File: config.mk
export PLATFORM = sky130hd
export DESIGN_NAME = pc_seq_stack_flat
export DESIGN_NICKNAME = d
export VERILOG_FILES = /design/src/rtl/pc_seq_if.sv /design/src/rtl/pc_seq_stack.sv /design/src/flat_wrapper.sv
export SDC_FILE = /design/constraint.sdc
export NUM_CORES = 1
export LEC_CHECK = 0
export ABC_AREA = 1
export CAP_MARGIN = 10
export CORE_MARGIN = 2
export CORE_UTILIZATION = 40
export DETAILED_ROUTE_END_ITERATION = 8
export SLEW_MARGIN = 20
export SYNTH_ARGS = -nofsm -noshare
export SYNTH_HDL_FRONTEND = slang
export SYNTH_SLANG_ARGS = --single-unit
export TNS_END_PERCENT = 5
File: constraint.sdc
create_clock -name clk -period 6.2 [get_ports clk]
set_input_delay 1.24 -clock clk [delete_from_list [all_inputs] [get_ports clk]]
set_output_delay 1.24 -clock clk [all_outputs]
set_load 0.05 [all_outputs]
File: src/rtl/pc_seq_if.sv
// pc_seq_if
//   Controller <-> program-counter bundle.  The controller (master) issues
//   stall / increment / jump / call / return requests plus the jump or call
//   operand.  The program counter (slave) returns the current PC, a redirect
//   pulse, and the return-stack status and error flags.
// Parameters
//   AW        PC / address width
//   DW        operand (data bus) width
//   STK_DEPTH return-stack entries
// Signals (master -> slave)
//   hold, inc, jmp_en, jmp_cond, jmp_rel, call, ret, err_clr, din[DW]
// Signals (slave -> master)
//   pc_out[AW], redirect, stk_level, stk_full, stk_empty, err_ovf, err_unf
interface pc_seq_if #(
   parameter int AW        = 6,
   parameter int DW        = 8,
   parameter int STK_DEPTH = 4
) ();
   localparam int LW = $clog2(STK_DEPTH + 1);

   logic          hold;
   logic          inc;
   logic          jmp_en;
   logic          jmp_cond;
   logic          jmp_rel;
   logic          call;
   logic          ret;
   logic          err_clr;
   logic [DW-1:0] din;
   logic [AW-1:0] pc_out;
   logic          redirect;
   logic [LW-1:0] stk_level;
   logic          stk_full;
   logic          stk_empty;
   logic          err_ovf;
   logic          err_unf;

   modport master (
      output hold, inc, jmp_en, jmp_cond, jmp_rel, call, ret, err_clr, din,
      input  pc_out, redirect, stk_level, stk_full, stk_empty, err_ovf, err_unf
   );

   modport slave (
      input  hold, inc, jmp_en, jmp_cond, jmp_rel, call, ret, err_clr, din,
      output pc_out, redirect, stk_level, stk_full, stk_empty, err_ovf, err_unf
   );
endinterface

File: src/rtl/pc_seq_stack.sv
// pc_seq_stack
//   Parametrised program counter with conditional absolute/relative jumps and
//   a hardware call/return stack with sticky overflow/underflow flags.
//   One request is served per clock edge, priority hold > ret > call >
//   taken jump > inc > keep.
// Ports
//   clk   in  system clock, rising edge
//   rst   in  asynchronous reset, active-low
//   bus   pc_seq_if.slave: requests/operand in, PC and stack status out
module pc_seq_stack #(
   parameter int            AW        = 6,
   parameter int            DW        = 8,
   parameter int            STK_DEPTH = 4,
   parameter logic [AW-1:0] RST_ADDR  = '0
) (
   input  logic    clk,
   input  logic    rst,
   pc_seq_if.slave bus
);
   localparam int LW = $clog2(STK_DEPTH + 1);
   // Stack index width; a one-entry stack still needs a 1-bit index.
   localparam int IW = (STK_DEPTH > 1) ? $clog2(STK_DEPTH) : 1;
   localparam int SN = 1 << IW;
   localparam logic [LW-1:0] DEPTH_L = LW'(STK_DEPTH);

   if (DW < AW) begin : g_width_check
      $error("pc_seq_stack: DW must be >= AW");
   end

   logic [AW-1:0] pc;
   logic [AW-1:0] pc_nxt;
   logic [AW-1:0] pc_inc;
   logic [AW-1:0] operand;
   logic [LW-1:0] level;
   logic [LW-1:0] level_nxt;
   logic [LW-1:0] level_m1;
   logic          redirect;
   logic          redirect_nxt;
   logic          err_ovf;
   logic          err_unf;
   logic          ovf_set;
   logic          unf_set;
   logic          push;
   logic          full;
   logic          empty;
   logic [IW-1:0] push_idx;
   logic [IW-1:0] pop_idx;
   logic [AW-1:0] stack [SN];
   logic          unused_bits;

   assign operand  = bus.din[AW-1:0];
   assign pc_inc   = pc + AW'(1'b1);
   assign level_m1 = level - LW'(1'b1);
   assign full     = (level == DEPTH_L);
   assign empty    = (level == {LW{1'b0}});
   // level < STK_DEPTH on push and level >= 1 on pop, so the low bits index safely.
   assign push_idx = level[IW-1:0];
   assign pop_idx  = level_m1[IW-1:0];
   // Collects bits that are intentionally never read (upper operand bits etc.).
   assign unused_bits = ^{bus.din, level_m1};

   // Next-state selection: only the highest-priority request acts.
   always_comb begin
      pc_nxt       = pc;
      level_nxt    = level;
      redirect_nxt = 1'b0;
      push         = 1'b0;
      ovf_set      = 1'b0;
      unf_set      = 1'b0;
      if (bus.hold) begin
         pc_nxt = pc;
      end else if (bus.ret) begin
         if (!empty) begin
            pc_nxt       = stack[pop_idx];
            level_nxt    = level_m1;
            redirect_nxt = 1'b1;
         end else begin
            unf_set = 1'b1;
         end
      end else if (bus.call) begin
         if (!full) begin
            push         = 1'b1;
            pc_nxt       = operand;
            level_nxt    = level + LW'(1'b1);
            redirect_nxt = 1'b1;
         end else begin
            ovf_set = 1'b1;
         end
      end else if (bus.jmp_en && bus.jmp_cond) begin
         // Relative: AW-bit two's-complement add, truncation gives the wrap.
         if (bus.jmp_rel) begin
            pc_nxt = pc + operand;
         end else begin
            pc_nxt = operand;
         end
         redirect_nxt = 1'b1;
      end else if (bus.inc) begin
         pc_nxt = pc_inc;
      end else begin
         pc_nxt = pc;
      end
   end

   // PC, stack level, redirect pulse and sticky error flags.
   always_ff @(posedge clk or negedge rst) begin
      if (!rst) begin
         pc       <= RST_ADDR;
         level    <= {LW{1'b0}};
         redirect <= 1'b0;
         err_ovf  <= 1'b0;
         err_unf  <= 1'b0;
      end else begin
         pc       <= pc_nxt;
         level    <= level_nxt;
         redirect <= redirect_nxt;
         // A new error on the same edge as err_clr wins.
         err_ovf  <= ovf_set | (err_ovf & ~bus.err_clr);
         err_unf  <= unf_set | (err_unf & ~bus.err_clr);
      end
   end

   // Return-address storage; contents are only read below the level pointer.
   always_ff @(posedge clk) begin
      if (push) begin
         stack[push_idx] <= pc_inc;
      end
   end

   assign bus.pc_out    = pc;
   assign bus.redirect  = redirect;
   assign bus.stk_level = level;
   assign bus.stk_full  = full;
   assign bus.stk_empty = empty;
   assign bus.err_ovf   = err_ovf;
   assign bus.err_unf   = err_unf;
endmodule

File: src/flat_wrapper.sv
// flat-port wrapper written by rule: the top's interface ports become plain ports
module pc_seq_stack_flat 
#(
   parameter int            AW        = 6,
   parameter int            DW        = 8,
   parameter int            STK_DEPTH = 4,
   parameter logic [AW-1:0] RST_ADDR  = '0
)
  (clk, rst, bus_hold, bus_inc, bus_jmp_en, bus_jmp_cond, bus_jmp_rel, bus_call, bus_ret, bus_err_clr, bus_din, bus_pc_out, bus_redirect, bus_stk_level, bus_stk_full, bus_stk_empty, bus_err_ovf, bus_err_unf);
  pc_seq_if #(.AW(AW), .DW(DW), .STK_DEPTH(STK_DEPTH)) bus_i ();
  input  logic clk;
  input  logic rst;
  input wire logic [$bits(bus_i.hold)-1:0] bus_hold;
  input wire logic [$bits(bus_i.inc)-1:0] bus_inc;
  input wire logic [$bits(bus_i.jmp_en)-1:0] bus_jmp_en;
  input wire logic [$bits(bus_i.jmp_cond)-1:0] bus_jmp_cond;
  input wire logic [$bits(bus_i.jmp_rel)-1:0] bus_jmp_rel;
  input wire logic [$bits(bus_i.call)-1:0] bus_call;
  input wire logic [$bits(bus_i.ret)-1:0] bus_ret;
  input wire logic [$bits(bus_i.err_clr)-1:0] bus_err_clr;
  input wire logic [$bits(bus_i.din)-1:0] bus_din;
  output wire logic [$bits(bus_i.pc_out)-1:0] bus_pc_out;
  output wire logic [$bits(bus_i.redirect)-1:0] bus_redirect;
  output wire logic [$bits(bus_i.stk_level)-1:0] bus_stk_level;
  output wire logic [$bits(bus_i.stk_full)-1:0] bus_stk_full;
  output wire logic [$bits(bus_i.stk_empty)-1:0] bus_stk_empty;
  output wire logic [$bits(bus_i.err_ovf)-1:0] bus_err_ovf;
  output wire logic [$bits(bus_i.err_unf)-1:0] bus_err_unf;
  assign bus_i.hold = bus_hold;
  assign bus_i.inc = bus_inc;
  assign bus_i.jmp_en = bus_jmp_en;
  assign bus_i.jmp_cond = bus_jmp_cond;
  assign bus_i.jmp_rel = bus_jmp_rel;
  assign bus_i.call = bus_call;
  assign bus_i.ret = bus_ret;
  assign bus_i.err_clr = bus_err_clr;
  assign bus_i.din = bus_din;
  assign bus_pc_out = bus_i.pc_out;
  assign bus_redirect = bus_i.redirect;
  assign bus_stk_level = bus_i.stk_level;
  assign bus_stk_full = bus_i.stk_full;
  assign bus_stk_empty = bus_i.stk_empty;
  assign bus_err_ovf = bus_i.err_ovf;
  assign bus_err_unf = bus_i.err_unf;
  pc_seq_stack #(.AW(AW), .DW(DW), .STK_DEPTH(STK_DEPTH), .RST_ADDR(RST_ADDR)) u_core (.clk(clk), .rst(rst), .bus(bus_i));
endmodule
; Word level (Yosys, flattened, before mapping)
; Memory sizes are Yosys's and may differ from the RTL's.
; Index checks and enable logic that the tools add are counted.
[word_totals]
reg_bits = 12
ramBits = 24
in_bits = 18
output_inout_bits = 14
memories = 1
[mem_list]
columns = name, depth, word_bits, rd, rd_clocked_by_memory_dff, wr, line_no
row1 = u_core.stack, 4, 6, 1, 0, 1, pc_seq_stack.sv:48  ; logic [AW-1:0] stack [SN];
[classes]
n_addsub = 4
n_eq_ne = 4
muxes = 29
bitwise_logic = 6
reduce_logical = 6
[ops]
columns = op, n
row1 = $mux W6, 7
row2 = $mux W1, 18
row3 = $mux W3, 4
row4 = $reduce_and A4 Y1, 2
row5 = $add A6 B1 Y6 const B, 1
row6 = $add A6 B6 Y6, 1
row7 = $ne A2 B2 Y1 const B, 2
row8 = $reduce_bool A4 Y1, 1
row9 = $add A3 B1 Y3 const B, 1
row10 = $eq A3 B3 Y1 const B, 1
row11 = $logic_not A3 Y1, 1
row12 = $ne A3 B3 Y1 const B, 1
row13 = $sub A3 B1 Y3 const B, 1
row14 = $and A1 B1 Y1, 2
row15 = $not A1 Y1, 2
row16 = $or A1 B1 Y1, 2
row17 = $reduce_bool A2 Y1, 1
row18 = $logic_and A1 B1 Y1, 1

; Depth between registers and ports, before layout
[depth]
ltp_word = 7
depth_mapped = 12
ltp_nobuf = 11

; Least setup slack after synthesis
; No wires, ideal clock.
[synth_timing]
kind = reg-to-output
startpoint = register u_core.level[0], in the netlist u_core.bus.stk_level[0]
endpoint = output port bus_stk_full
arrival_ns = 1.673
required_ns = 4.960
setup_slack_ns = 3.287
stages_incl_launch_ff = 5
path_buffers = 1
cell_sequence = dfrtp_1 -> inv_1 -> buf_4 -> ha_1 -> ha_1
[synth_between]
elab_chain_cells = 1
[synth_lines]
columns = item, line_no
row1 = "start, declared", pc_seq_stack.sv:34  ; logic [LW-1:0] level;
row2 = "start signal, assigned", pc_seq_stack.sv:108  ; level <= {LW{1'b0}};
row3 = "start signal, assigned", pc_seq_stack.sv:114  ; level <= level_nxt;
row4 = $eq A3 B3 Y1, pc_seq_stack.sv:54  ; assign full = (level == DEPTH_L);
row5 = "end, declared", flat_wrapper.sv:25  ; output wire logic [$bits(bus_i.stk_full)-1:0] bus_stk_full;
; No other way between the ends.

; Worst setup path in the final report
; Same ends and word-level chain as after synthesis.

==> impl_metrics.env <==
export IMPL_place_congestion=0.789
export IMPL_crit_buf_inv=2
export IMPL_antenna_found_initial=0
export IMPL_cts_tree="yes"
export IMPL_drt_pass1_iterations=4
export IMPL_pwr_share_comb=0.509
export IMPL_clk_pin_slew_worst_paths_ps=80
export IMPL_finalWorstSetupSlack_ps=2260
export IMPL_finalHoldViolations=0
export IMPL_wl_um=4430
export IMPL_ioPinCount=32
export IMPL_cpPeakStageDelay_ps=810
export IMPL_dieArea_sq_um=5850
export IMPL_grt_pass1_wl_um=7330
export IMPL_clk_latency_ps=290
export IMPL_synth_fp_nets=274
export IMPL_power_density_nw_per_um2=487
export IMPL_path_common_cell="ha_1"
export IMPL_ctsHoldBuffers=0
export IMPL_grt_overflow=0
export IMPL_drive_gt1_frac=0.0688
export IMPL_ys_flop_type="edfxtp_1"
export IMPL_sw_frac_of_total=0.453
export IMPL_ant_nets=0
export IMPL_post_synth_instance_area_sq_um=2100
export IMPL_maxSlewViolCount=0
export IMPL_critPathTopFamily="buffers and inverters"
export IMPL_max_vdd_ir_drop_v=0.000202
export IMPL_drv_cap=0
export IMPL_nets=306
export IMPL_cp_data_arrival_time_ps=2700
export IMPL_num_antenna_cells=0
export IMPL_grt_pass1_vias=1493
export IMPL_end_kind="primary output"
export IMPL_cp_required_ps=4960
export IMPL_clockBufferDepth=2
export IMPL_die_h_um=76.5
export IMPL_cts_repair_resized=0
export IMPL_synth_edf_count=24
export IMPL_h_tree_depth=2
export IMPL_num_rows=26
export IMPL_clock_sinks=36
export IMPL_n_fill_cell=522
export IMPL_max_freq_mhz=254
export IMPL_rsz0062_at_grt="false"
export IMPL_seqPwrFrac=0.320
export IMPL_final_cells=346
export IMPL_cts_buffers=5
export IMPL_final_period_utilization=0.636
export IMPL_syn_inst=243
export IMPL_cts_root_buf="clkbuf_8"
export IMPL_synth_seq_cells=36
export IMPL_place_inst=338
export IMPL_dp_final_hpwl_um=3380
export IMPL_critPathSlowestCell="clkdlybuf4s50_1"
export IMPL_postLayoutCoreUtil=0.506
export IMPL_skew_ps=8.93
export IMPL_pre_cts_ws_ps=2570
export IMPL_initial_core_util=0.414
export IMPL_synthArstFlopShare=0.333
export IMPL_setup_worst_path_start_class="flip-flop"
export IMPL_wire_per_inst_um=12.8
export IMPL_tightest_slew_ps=649
export IMPL_viasPerCell=4.71
export IMPL_leakagePower_nw=1.13
export IMPL_drc_errors=0
export IMPL_post_cts_buffers=0
export IMPL_setup_viol=0
export IMPL_drtIter0Drc=56
export IMPL_holdWs_ps=534
export IMPL_setup_tns_ps=0
export IMPL_yosysUniqueCellTypes=33
export IMPL_p_sw_w=0.000566
export IMPL_p_int_w=0.000683
export IMPL_outcome="finished, final reports clean"
export IMPL_crit_chain="inv_1 -> ha_1 -> ha_1 -> clkdlybuf4s50_1"
export IMPL_fp_dieW_um=76.5
export IMPL_fin_crit_ps=3940
export IMPL_seq_area_frac_synth=0.486
export IMPL_cp_max_fo=16
export IMPL_vias=1628
export IMPL_holdCritPathClass="reg2reg"
export IMPL_clockPowerShare=0.171
export IMPL_design_core_area_sq_um=5070
export IMPL_groute_usage_overall=0.160
export IMPL_syn_to_final_growth_pct=22.1
export IMPL_yosys_warnings=0
export IMPL_critPathKind="reg2out"
export IMPL_grt_max_degree=17
export IMPL_portBuffers=29
export IMPL_slew_headroom=0.565
export IMPL_avgSynthCellArea_sq_um=8.65
-- Yosys cell counts, types with 2 or more instances --
cell type  count  area share
nand2_1       54       0.096
inv_1         35       0.063
nor2_1        26       0.046
edfxtp_1      24        0.34
nand3_1       19       0.045
dfrtp_1       12        0.14
ha_1          12       0.071
o21ai_0       12       0.029
a21oi_1       10       0.024
o21ai_1        5       0.012
xor2_1         5       0.021
a21boi_1       3       0.011
inv_2          2      0.0036
nand2_2        2      0.0060
nor2_2         2      0.0060
o22ai_1        2      0.0060
xnor2_1        2      0.0083
-- cell families (layout without fill, tap and decap cells) --
group | after synthesis | count (layout) | synth area share
AND/OR/NAND/NOR | 108 | 108 | 0.220
XOR/XNOR | 7 | 7 | 0.0292
AO/OA/AOI/OAI | 37 | 37 | 0.102
buffers and inverters | 42 | 75 | 0.0821
flip-flops | 36 | 36 | 0.486
adder cells (fa/ha/maj) | 13 | 13 | 0.0810
-- worst paths after layout --
path / startpoint / end / slack, ps / depth (start not counted)
max: u_core.bus.stk_level[0]$_DFFE_PN0P_ / bus_stk_full / 2260 / 4
max reg2reg: u_core.bus.stk_level[0]$_DFFE_PN0P_ / u_core.stack[0][5]$_DFFE_PP_ / 3320 / 6
min: u_core.bus.err_unf$_DFF_PN0_ / u_core.bus.err_unf$_DFF_PN0_ / 530 / 2
min reg2reg: u_core.bus.err_unf$_DFF_PN0_ / u_core.bus.err_unf$_DFF_PN0_ / 530 / 2
min in group asynchronous: rst / u_core.bus.stk_level[2]$_DFFE_PN0P_ / 1330 / 1
max in group asynchronous: rst / u_core.bus.pc_out[5]$_DFFE_PN0P_ / 4460 / 1
-- per-stage QoR --
step / total power (W) / instance area (sq um)
2_1_floorplan: 0.000864 / 2100
3_3_place_gp: 0.00104 / 2450
3_5_place_dp: 0.00105 / 2450
4_1_cts: 0.00126 / 2570
5_1_grt: 0.00134 / 2570
6_report: 0.00125 / 2570
-- tightest hold or removal path, delay by kind of cell (launching register included) --
kind / cells / cell delay [ps]
AO/OA/AOI/OAI: 1 / 60
flip-flops: 1 / 380
buffers and inverters: 1 / 50
-- power by group through the flow --
stage | Clock [W] | Sequential (W) | Combinational [W]
after detailed placement | 0 | 0.000405 | 0.000641
after floorplan | 0 | 0.000499 | 0.000365
final | 0.000213 | 0.000400 | 0.000636
after CTS | 0.000219 | 0.000399 | 0.000643
after global placement | 0 | 0.000404 | 0.000632
after global routing | 0.000229 | 0.000409 | 0.000705
-- cell usage in the layout (no fill, tap or decap) --
master	netlist	routed
o21ai_1	5	5
nor2_2	2	2
nand3_1	19	19
nor3_1	1	1
nand3_4	1	1
fa_1	1	1
edfxtp_1	24	24
o31ai_1	1	1
nand2_2	2	2
or2_2	1	1
a21oi_1	10	10
nand2_1	54	54
o21ai_0	12	12
clkbuf_8	0	5
and3_1	1	1
a22oi_1	1	1
inv_1	35	35
a21oi_2	1	1
dfrtp_1	12	12
nor2_1	26	26
inv_6	0	1
inv_4	1	1
xor2_1	5	5
clkdlybuf4s50_1	0	29
o22ai_1	2	2
o21a_1	1	1
inv_2	2	2
ha_1	12	12
nand3b_1	1	1
o211ai_2	1	1
clkinvlp_4	0	1
bufinv_16	0	1
a21boi_1	3	3
xnor2_1	2	2
-- routing by layer --
metal	global-route usage	up-vias	wire, um
met3	0.0403	6	162
met1	0.220	735	2170
li1	-	857	-
met5	0	-	0
met2	0.257	30	2060
met4	0.0327	0	32
-- final cells by class --
| type | instances | area (sq um) | share of cell area |
|---|---|---|---|
| Clock inverter | 3 | 46.3 | 0.0180 |
| Timing Repair Buffer | 29 | 290 | 0.113 |
| Multi-Input combinational cell | 165 | 908 | 0.354 |
| Tap cell | 70 | 87.6 | 0.0341 |
| Sequential cell | 36 | 1020 | 0.398 |
| Clock buffer | 5 | 68.8 | 0.0268 |
| Inverter | 38 | 145 | 0.0565 |
-- flip-flops by register name, indices dropped and copies added, names as in the netlist --
signal                count
u_core.bus.pc_out         6
u_core.bus.err_ovf        1
u_core.bus.err_unf        1
u_core.bus.stk_level      3
u_core.bus.redirect       1
u_core.stack             24
Note: power is estimated with default switching activity, not from simulation.
